### src/rtl/mm_stream_host.sv
// Host-side AXI-Stream endpoint for the mm accelerator: streams buffered A/B operands out, captures results; tvalid one cycle after start.
// Honours m_axis_tready stalls; s_axis_tready high throughout RECV, or on alternate cycles when MM_STREAM_HOST_RX_THROTTLE_EN is defined.
module mm_stream_host #(
  parameter int M        = 4,
  parameter int D_W      = 8,
  parameter int D_W_ACC  = 16,
  localparam int TX_WORDS = 2 * M * M * D_W / 32,
  localparam int RX_WORDS = M * M * D_W_ACC / 32,
  localparam int TXW      = $clog2(TX_WORDS),
  localparam int RXW      = $clog2(RX_WORDS)
) (
  input  logic            mm_clk,
  input  logic            mm_rst_n,
  input  logic            start,
  output logic            busy,
  output logic            done,
  output logic            err_tlast,
  output logic [31:0]     cycle_count,
  input  logic            load_wr_en,
  input  logic [TXW-1:0]  load_wr_addr,
  input  logic [31:0]     load_wr_data,
  input  logic [RXW-1:0]  res_rd_addr,
  output logic [31:0]     res_rd_data,
  output logic [31:0]     m_axis_tdata,
  output logic [3:0]      m_axis_tkeep,
  output logic            m_axis_tlast,
  output logic            m_axis_tvalid,
  input  logic            m_axis_tready,
  input  logic [31:0]     s_axis_tdata,
  input  logic [3:0]      s_axis_tkeep,
  input  logic            s_axis_tlast,
  input  logic            s_axis_tvalid,
  output logic            s_axis_tready
);

  localparam logic [TXW-1:0] TX_LAST = TXW'(TX_WORDS - 1);
  localparam logic [RXW-1:0] RX_LAST = RXW'(RX_WORDS - 1);

  typedef enum logic [1:0] {IDLE, SEND, RECV, DONE} state_t;

  state_t         state;
  state_t         state_nxt;
  logic [TXW-1:0] tx_cnt;
  logic [RXW-1:0] rx_cnt;
  logic [31:0]    op_buf  [TX_WORDS];
  logic [31:0]    res_buf [RX_WORDS];

  logic idle_like;
  logic job_start;
  logic tx_fire;
  logic rx_fire;
  logic rx_final;
  logic rx_err;
  logic cnt_en;
  logic unused_tkeep;

  assign unused_tkeep = ^s_axis_tkeep;

  assign idle_like = (state == IDLE) || (state == DONE);
  assign job_start = start && idle_like;
  assign tx_fire   = m_axis_tvalid && m_axis_tready;
  assign rx_fire   = s_axis_tvalid && s_axis_tready;
  assign rx_final  = rx_fire && (s_axis_tlast || (rx_cnt == RX_LAST));
  assign rx_err    = rx_fire && (s_axis_tlast != (rx_cnt == RX_LAST));

  // The window opens on the edge that accepts the first operand beat.
  assign cnt_en = ((state == SEND) && ((tx_cnt != '0) || tx_fire)) || (state == RECV);

  assign busy          = (state == SEND) || (state == RECV);
  assign done          = (state == DONE);
  assign m_axis_tvalid = (state == SEND);
  assign m_axis_tdata  = (state == SEND) ? op_buf[tx_cnt] : '0;
  assign m_axis_tkeep  = (state == SEND) ? 4'hF : 4'h0;
  assign m_axis_tlast  = (state == SEND) && (tx_cnt == TX_LAST);
  assign res_rd_data   = res_buf[res_rd_addr];

`ifdef MM_STREAM_HOST_RX_THROTTLE_EN
  logic rx_toggle;

  always_ff @(posedge mm_clk or negedge mm_rst_n) begin
    if (!mm_rst_n) begin
      rx_toggle <= 1'b1;
    end else if (state != RECV) begin
      rx_toggle <= 1'b1;
    end else begin
      rx_toggle <= ~rx_toggle;
    end
  end

  assign s_axis_tready = (state == RECV) && rx_toggle;
`else
  assign s_axis_tready = (state == RECV);
`endif

  always_ff @(posedge mm_clk or negedge mm_rst_n) begin
    if (!mm_rst_n) begin
      state <= IDLE;
    end else begin
      state <= state_nxt;
    end
  end

  always_comb begin
    state_nxt = state;
    case (state)
      IDLE, DONE: if (start) state_nxt = SEND;
      SEND:       if (tx_fire && (tx_cnt == TX_LAST)) state_nxt = RECV;
      RECV:       if (rx_final) state_nxt = DONE;
      default:    state_nxt = IDLE;
    endcase
  end

  always_ff @(posedge mm_clk or negedge mm_rst_n) begin
    if (!mm_rst_n) begin
      tx_cnt      <= '0;
      rx_cnt      <= '0;
      err_tlast   <= 1'b0;
      cycle_count <= '0;
    end else begin
      if (job_start) begin
        tx_cnt      <= '0;
        rx_cnt      <= '0;
        err_tlast   <= 1'b0;
        cycle_count <= '0;
      end else begin
        if (tx_fire) tx_cnt <= tx_cnt + 1'b1;
        if (rx_fire) rx_cnt <= rx_cnt + 1'b1;
        if (rx_err) err_tlast <= 1'b1;
        if (cnt_en && (cycle_count != 32'hFFFF_FFFF)) cycle_count <= cycle_count + 32'd1;
      end
    end
  end

  // Buffers hold their contents across reset; writes are gated by FSM state.
  always_ff @(posedge mm_clk) begin
    if (load_wr_en && idle_like) op_buf[load_wr_addr] <= load_wr_data;
    if (rx_fire) res_buf[rx_cnt] <= s_axis_tdata;
  end

endmodule

### config.mk
export PLATFORM = sky130hd
export DESIGN_NAME = mm_stream_host
export DESIGN_NICKNAME = d
export VERILOG_FILES = /design/src/rtl/mm_stream_host.sv
export SDC_FILE = /design/constraint.sdc
export NUM_CORES = 1
export LEC_CHECK = 0
export ABC_AREA = 1
export BUFFER_PORTS_ARGS = -buffer_cell sky130_fd_sc_hd__buf_4
export CORE_MARGIN = 2
export CORE_UTILIZATION = 40
export CTS_CLUSTER_SIZE = 40
export DETAILED_ROUTE_END_ITERATION = 16
export GPL_TIMING_DRIVEN = 0
export PLACE_DENSITY = 0.56
export SLEW_MARGIN = 20
export SYNTH_ARGS = -nofsm -noshare
export SYNTH_HDL_FRONTEND = slang
export SYNTH_SLANG_ARGS = --single-unit
### constraint.sdc
create_clock -name mm_clk -period 3.23 [get_ports mm_clk]
set_input_delay 0.646 -clock mm_clk [delete_from_list [all_inputs] [get_ports mm_clk]]
set_output_delay 0.646 -clock mm_clk [all_outputs]
set_load 0.01 [all_outputs]
# Word level (Yosys, flattened, before mapping)
# Memories as Yosys holds them, arrays and structs flattened.
# Cells that the tools add are included.
# totals
ram_bits	512
ff_bits	41
elab_cells	61
inputBits	81
n_memories	2
out_inout_bits	106
# op_classes
reduce_logical	23
n_eq_ne	10
n_addsub	3
muxes	18
# memory_table
memory	depth	word_bits	read_ports	rd_clocked_by_memory_dff	write_ports	line	rtl
op_buf	8	32	1	0	1	45	logic [31:0] op_buf [TX_WORDS];
res_buf	8	32	1	0	1	46	logic [31:0] res_buf [RX_WORDS];
# ops
op	n
$mux 32	3
$add 32x1->32 const B	1
$ne 32x32->1 const B	1
$mux 3	4
$logic_and 1x1->1	10
$reduce_bool 2->1	4
$add 3x1->3 const B	2
$eq 3x3->1 const B	2
$mux 1	6
$mux 2	3
$pmux 2 s3	1
$logic_or 1x1->1	5
$eq 2x2->1 const B	2
$mux 4	1
$ne 2x1->1 const B	2
$reduce_and 3->1	1
$reduce_bool 3->1	1
$eq 2x1->1 const B	1
$logic_not 2->1	1
$ne 2x2->1 const B	1
$reduce_or 2->1	1
$ne 1x1->1	1

# Longest topological paths before layout
# Gate-level depths: netlist of run 1.
# logic_depth
word_depth	8
depth_mapped	14
mapped_depth_nobuf	11

# Worst setup path after synthesis of run 1
# No wires, ideal clock.
# synth_path
path_type	reg2reg
startpoint	register state[0]
endpoint	memory res_buf[1][0], enable pin
arrival_ns	2.417
synth_period_minus_slack_ns	2.838
setup_ns	0.421
n_path_buf	0
stages_incl_launch_ff	7
slack_ns	0.392
required_time_ns	2.809
path_cell_list	dfrtp_1 > inv_1 > ha_1 > nand2_1 > nor2_1 > inv_1 > nor2_1
# synth_via
elab_chain_len	4
# synth_rtl
element	line	rtl
start: declaration	41	state_t state;
start signal: assignment	99	state <= state_nxt;
$eq 2x2->1	92	assign s_axis_tready = (state == RECV);
net s_axis_tready	33	output logic s_axis_tready
$logic_and 1x1->1	62	assign rx_fire = s_axis_tvalid && s_axis_tready;
$mux 1	137	if (rx_fire) res_buf[rx_cnt] <= s_axis_tdata;
$mux 1 (implied by the code)	137	
end: declaration	46	
# The timed path passes the listed nets, and every way through them passes these cells.

# Worst setup path in the final report of run 1
# layout_path
startpoint	register tx_cnt[1]
endpoint	output port m_axis_tdata[27]
# layout_via
elab_chain_len	2
# layout_rtl
element	line	rtl
start: declaration	43	logic [TXW-1:0] tx_cnt;
start signal: assignment	126	if (tx_fire) tx_cnt <= tx_cnt + 1'b1;
$mem_v2 8x32	-	
$mux 32	72	assign m_axis_tdata = (state == SEND) ? op_buf[tx_cnt] : '0;
end: declaration	24	output logic [31:0] m_axis_tdata,
# No other way between the ends.

==> impl_results.md, run 1 <==
- Cells after Synth: 1874
- Initial DRT Pass Iterations: 5
- Setup tns final: 0 ns
- Reg2Reg Capture Point: res_buf[4][30]
- H-tree Lvls: 2
- Final number of setup-violating endpoints: 0
- CTS tree: yes
- I/O Buffers: 179
- CP Data Arrival Time: 2.48 ns
- Drt wl/cell: 20.9 um
- Startpoint Class: flip-flop
- Reg2Reg Launch Point: state[0]
- Register bit total from synthesis: around 550
- Status: finished clean
- Worst-path clk slew: 0.06 ns
- Final #Nets: 2225
- Core area: 56100 sq um
- Clk sinks: 553
- Sequential cell area: 16400 sq um
- Antenna-violating nets left: 0
- Total CTS buffers: 59
- Pin count of the biggest net entering global routing: 42
- Leak pwr: 9.98 nW
- VDD IR max: 564 uV
- Total gr overflow: 0
- WP data required: 2.58 ns
- Worst-case reg-to-reg path depth: 7
- # IOs: around 190
- Hold Vio Cnt, Final: 0
- Remaining DRCs: 0
- CTS root buf: clkbuf_16
- Max_cap viols: 0
- Longest Clk Path Bufs: 3
- First-pass GRT wire length: between 90000 and 100000 um
- Layout Skew: around 0.041 ns
- Hold Slack: ~0.05 ns
- Global-route usage over all layers: 0.207
- Synth Cell Area: 22600 sq um
- Crit path max fanout: 10
- Post-synth cell types: 35
- Post-DP HPWL: a little under 40000 um
- Worst-Skew Late Latency: 0.63 ns
- Slew @ Worst Pin: 0.741 ns
- Area growth syn-to-layout: 22.4%
- Multi-input gate area: 5640 sq um
- Worst Setup SP: tx_cnt[1]
- Syn nets: 1965
- Vias in the first global route: 15300
- CTS Hold Bufs: 0
- Crit Path Category: reg -> out
- Worst Setup EP: m_axis_tdata[27]
- Setup repair after global routing missed its margin: yes
- Layout fillers: roughly 5000
- Vert. Die Dim: 242 um
- Period utilization: 0.969
- FMAX: approximately 320 MHz
- Row count: just under 90
- Final Critical Period: 3.13 ns
- Max transition margin: 0.505
- Synth Area per Inst: 12.0 sq um
- Power after layout: 20.6 mW
- CP endpoint kind: output port
- R2r setup slk: roughly 0.7 ns
- Gpl congestion: 0.853
- Post-Place Cell Area: 25500 sq um
- Routed wire length: 61400 um
- Hold Crit Class: in -> async
- Cell Pwr Density: 744 nW/um^2
- Post-route cell area: 27600 sq um
- Commonest cells after routing, fill and taps aside: 512 x edfxtp_1, 422 x nor2_1, 258 x nand2_1
- Via density: 5.26
- Initial Util: 0.403
- Chip Width: 242 um
- DRT iter0 DRCs: 1275
- Die area: 58300 sq um
- Synthesis Warnings: 0
- Antenna violations before repair: 6
- Commonest non-fill, non-tap cell in the layout: edfxtp_1
- Sequential share of the synthesized area: 0.727
- Max-slew violations: 0
- Share of cells above drive strength 1: 0.185
- Via Count: around 15000
[final cells by class]
type | count | area share
Tap cell | 756 | 0.0342
Multi-Input combinational cell | 1162 | 0.204
Buffer | 112 | 0.0222
Clock buffer | 72 | 0.0560
Clock inverter | 38 | 0.0164
Antenna cell | 2 | 0.000181
Timing Repair Buffer | 199 | 0.0665
Inverter | 47 | 0.00657
Sequential cell | 553 | 0.594
[per-stage QoR]
stage           util  cells  worst slack (ns)
2_1_floorplan      -   1874             0.392
3_3_place_gp   0.443   2809             -1.32
3_5_place_dp   0.454   2829             0.203
4_1_cts        0.492   2939           0.00144
5_1_grt        0.493   2940           -0.0450
6_report       0.493   2941             0.101
[cells in the mapped netlist]
cell type / number / area, sq um
edfxtp_1: 512 / 15400
nor2_1: 447 / 1680
nand2_1: 258 / 968
o21ai_0: 216 / 1080
clkbuf_1: 73 / 274
o22ai_1: 65 / 407
o32ai_1: 64 / 561
inv_1: 44 / 165
dfrtp_1: 41 / 1030
buf_2: 26 / 130
nand3_1: 21 / 105
o21ai_1: 20 / 100
nand2_2: 11 / 68.8
xor2_1: 11 / 96.3
ha_1: 10 / 125
buf_1: 6 / 22.5
nand3b_1: 6 / 45.0
a211oi_1: 4 / 30.0
a21oi_1: 4 / 20.0
buf_4: 4 / 30.0
nor2_2: 4 / 25.0
nor3_1: 4 / 20.0
xnor2_1: 4 / 35.0
nand2_4: 3 / 33.8
nand4_1: 3 / 18.8
buf_6: 2 / 22.5
inv_2: 2 / 7.51
nor2_4: 2 / 22.5
a41oi_1: 1 / 8.76
buf_8: 1 / 15.0
inv_6: 1 / 8.76
mux2i_1: 1 / 10.0
nor2_8: 1 / 20.0
o21bai_1: 1 / 7.51
or2_2: 1 / 6.26
[power breakdown]
group / internal (mW) / switching [mW]
registers: 8.21 / 0.151
logic: 1.81 / 3.46
clock network: 4.13 / 2.80
[routing by layer]
metal | share of wire | global-route usage
met5 | 0.00078 | 0
met4 | 0.023 | 0.0616
met3 | 0.065 | 0.0378
met2 | 0.48 | 0.342
met1 | 0.43 | 0.280
[flip-flops by register name, indices dropped and copies added (netlist names)]
register and count:
cycle_count 32, op_buf 256, state 2, tx_cnt 3, err_tlast 1, res_buf 256, rx_cnt 3
[repair_timing]
action,4_1_cts,5_1_grt
resized for setup,55,25
pin swaps,2,3
cloned,0,0
hold endpoints to repair,0,0
setup endpoints to repair,32,29
buffers inserted,0,0
[logic make-up after synthesis]
logic type / Yosys count / share of synthesized area
adder cells (fa/ha/maj): 10 / 0.00554
AND/OR/NAND/NOR: 761 / 0.133
multiplexers: 1 / 0.000444
XOR/XNOR: 15 / 0.00582
flip-flops: 553 / 0.727
AO/OA/AOI/OAI: 375 / 0.0981
buffers and inverters: 159 / 0.0299
[critical path, cell delays in order, from the launching register on]
cell and delay [ns]:
dfrtp_1 0.45, clkbuf_2 0.28, buf_2 0.32, o21ai_0 0.15, o22ai_1 0.18, nor2_1 0.05
nor2_1 0.27, buf_4 0.18
[how the worst min path moves through the flow]
| stage | start | to | slack [ns] |
|---|---|---|---|
| 6_report | mm_rst_n | cycle_count[27] | 0.05 |
| 3_3_place_gp | err_tlast | err_tlast | 0.51 |
| 4_1_cts | mm_rst_n | cycle_count[27] | 0.04 |
| 5_1_grt | mm_rst_n | cycle_count[27] | 0.07 |
| 3_5_place_dp | err_tlast | err_tlast | 0.52 |
| 2_1_floorplan | mm_rst_n | cycle_count[0] | 0.35 |
No activity file was read; power rests on OpenSTA's default activity.
==> run 2: changes to the inputs <==
- CAP_MARGIN: not set -> 20
- PLACE_DENSITY: 0.56 -> 0.58
- clock period: 3.23 -> 2.9 ns (I/O delays scaled with it)
==> run 2 against run 1 <==
Critical path depth rose by 3. Highest routed layer unchanged. Clock skew is 0.016 ns lower. Global-route usage is 0.54 points lower. Hold slack better by 0.14 ns. Core utilization increased by 0.62 points. Register-to-register slack lost 0.43 ns. Critical path type unchanged. Clock power rose by 4.3%. Die area is the same. Count of clock-buffer cells in the layout up 2. Setup slack got worse by 0.086 ns.
==> impl_results.md, run 2 (synthesis results as in run 1) <==
- Via density: around 5.2
- WP data required: 2.32 ns
- Initial Util: 0.403
- Multi-input gate area: 5710 sq um
- Row count: between 80 and 90
- Die area: slightly below 60000 sq um
- DRT iter0 DRCs: 1317
- Placed Cells: between 2000 and 3000
- Antenna violations before repair: 6
- Reg2Reg Launch Point: state[0]
- Sequential cell area: 16400 sq um
- Final core occ: 0.499
- Worst hold endpoint: op_buf[0][17]
- Max-slew violations: 0
- H-tree Lvls: 2
- Regs by FF count: op_buf (256), res_buf (256), cycle_count (32)
- Remaining DRCs: 0
- Antenna-violating nets left: 0
- I/O Buffers: 179
- Total gr overflow: 0
- Hold_sp: load_wr_data[17]
- Area growth syn-to-layout: 23.9%
- VDD IR max: between 600 and 700 uV
- Drt wl/cell: 20.5 um
- Clk sinks: 553
- Vert. Die Dim: 242 um
- Max_cap viols: 0
- R2r setup slk: 0.26 ns
- Routed wire length: approximately 60000 um
- Worst-Skew Late Latency: 0.62 ns
- Hold Vio Cnt, Final: 0
- Total CTS buffers: 58
- Crit Path Category: reg -> out
- CTS root buf: clkbuf_16
- CP endpoint kind: output port
- Post-DP HPWL: 39100 um
- CP Data Arrival Time: 2.30 ns
- Startpoint Class: flip-flop
- Max layer used: met5
- Worst-path clk slew: 0.06 ns
- Detail Route met2 WL: 29200 um
- Layout Skew: 0.0243 ns
- Status: finished clean
- Non-filler instance count after layout: 2946
- Final number of setup-violating endpoints: 0
- Reg2Reg Capture Point: res_buf[6][26]
- Vias in the first global route: 15000
- Period utilization: 0.995
- Setup repair after global routing missed its margin: yes
- Power after layout: 23.1 mW
- Worst-case reg-to-reg path depth: 7
- Core area: around 56000 sq um
- Initial DRT Pass Iterations: 6
- # IOs: roughly 190
- Commonest cells after routing, fill and taps aside: 512 x edfxtp_1, 412 x nor2_1, 258 x nand2_1
- CTS tree: yes
- Met3 wire len: ~3900 um
- Gpl congestion: 0.830
- Via Count: approximately 15000
- Global-route usage over all layers: 0.202
- Pin count of the biggest net entering global routing: 42
- Setup tns final: 0 ns
- Layout fillers: 4815
- Max transition margin: 0.481
- Cell Pwr Density: 824 nW/um^2
- Leak pwr: 10.1 nW
- Longest Clk Path Bufs: 3
- Share of cells above drive strength 1: 0.200
- Chip Width: 242 um
- Commonest non-fill, non-tap cell in the layout: edfxtp_1
- Crit path max fanout: 7
- First-pass GRT wire length: around 90000 um
- Slew @ Worst Pin: between 0.7 and 0.8 ns
- FMAX: 347 MHz
- Final Critical Period: 2.88 ns
- Hold path depth: 1
- M1 wire length: 25900 um
- Hold Crit Class: in -> reg
- Final #Nets: 2236
## run 2: cell types whose count changed in the layout (fill, tap and decap cells not counted), moves of 7 or more
| cell | before | now |
|---|---|---|
| nor2_1 | 422 | 412 |
| o21ai_0 | 215 | 182 |
| o21ai_1 | 21 | 50 |
| clkbuf_1 | 51 | 43 |
| nor2_2 | 13 | 22 |
| clkbuf_2 | 23 | 16 |
## run 2: per-stage QoR
step | hold WS [ns] | setup WS, ns | area, sq um
after floorplan | 0.284 | 0.0618 | 22600
after global placement | 0.514 | -1.68 | 24900
after detailed placement | 0.519 | -0.0383 | 25500
after CTS | 0.156 | -0.00162 | 27700
after global routing | 0.166 | -0.0570 | 28000
final | 0.189 | 0.0153 | 28000
## run 2: routing by layer
layer | track usage | vias up
li1 | - | 7225
met1 | 0.272 | 7582
met2 | 0.335 | 516
met3 | 0.0368 | 110
met4 | 0.0570 | 10
met5 | 0 | -
## run 2: worst max-delay path by stage
stage                     slack [ns]  startpoint              end  depth (start not counted)
after floorplan                 0.06    state[0]    res_buf[1][0]                          6
after global placement         -1.68    state[0]   res_buf[1][28]                          6
after detailed placement       -0.04   tx_cnt[1]  m_axis_tdata[1]                          8
after CTS                     -0.002   tx_cnt[0]  m_axis_tdata[1]                          9
after global routing           -0.06   tx_cnt[0]  m_axis_tdata[0]                         10
final                           0.02   tx_cnt[0]  m_axis_tdata[0]                         10
## run 2: power breakdown
part	switching, mW	internal [mW]	total, mW
sequential	0.167	9.15	9.32
clock	3.06	4.15	7.22
combinational	4.00	2.52	6.52
## run 2: cell type report
class,instances,share of cell area
timing repair buffer,211,0.0736
clock inverter,29,0.0111
antenna,2,0.000179
multi-input combinational,1162,0.204
sequential,553,0.587
inverter,47,0.00693
buffer,112,0.0292
clock buffer,74,0.0544
tap,756,0.0338
## run 2: critical path: stages, from the launching register on
cell	delay [ns]
dfrtp_2	0.45
buf_8	0.17
clkinv_8	0.07
buf_12	0.14
buf_12	0.13
buf_12	0.11
nor2_1	0.04
o22ai_1	0.15
nor2_1	0.07
nor2_2	0.18
buf_4	0.16
## run 2: timing repair
item,4_1_cts,5_1_grt
hold endpoints to repair,41,0
resized for setup,123,92
cloned,2,2
pin swaps,11,26
endpoints found under the setup margin,33,53
setup buffers,3,4
hold buffers,1,0
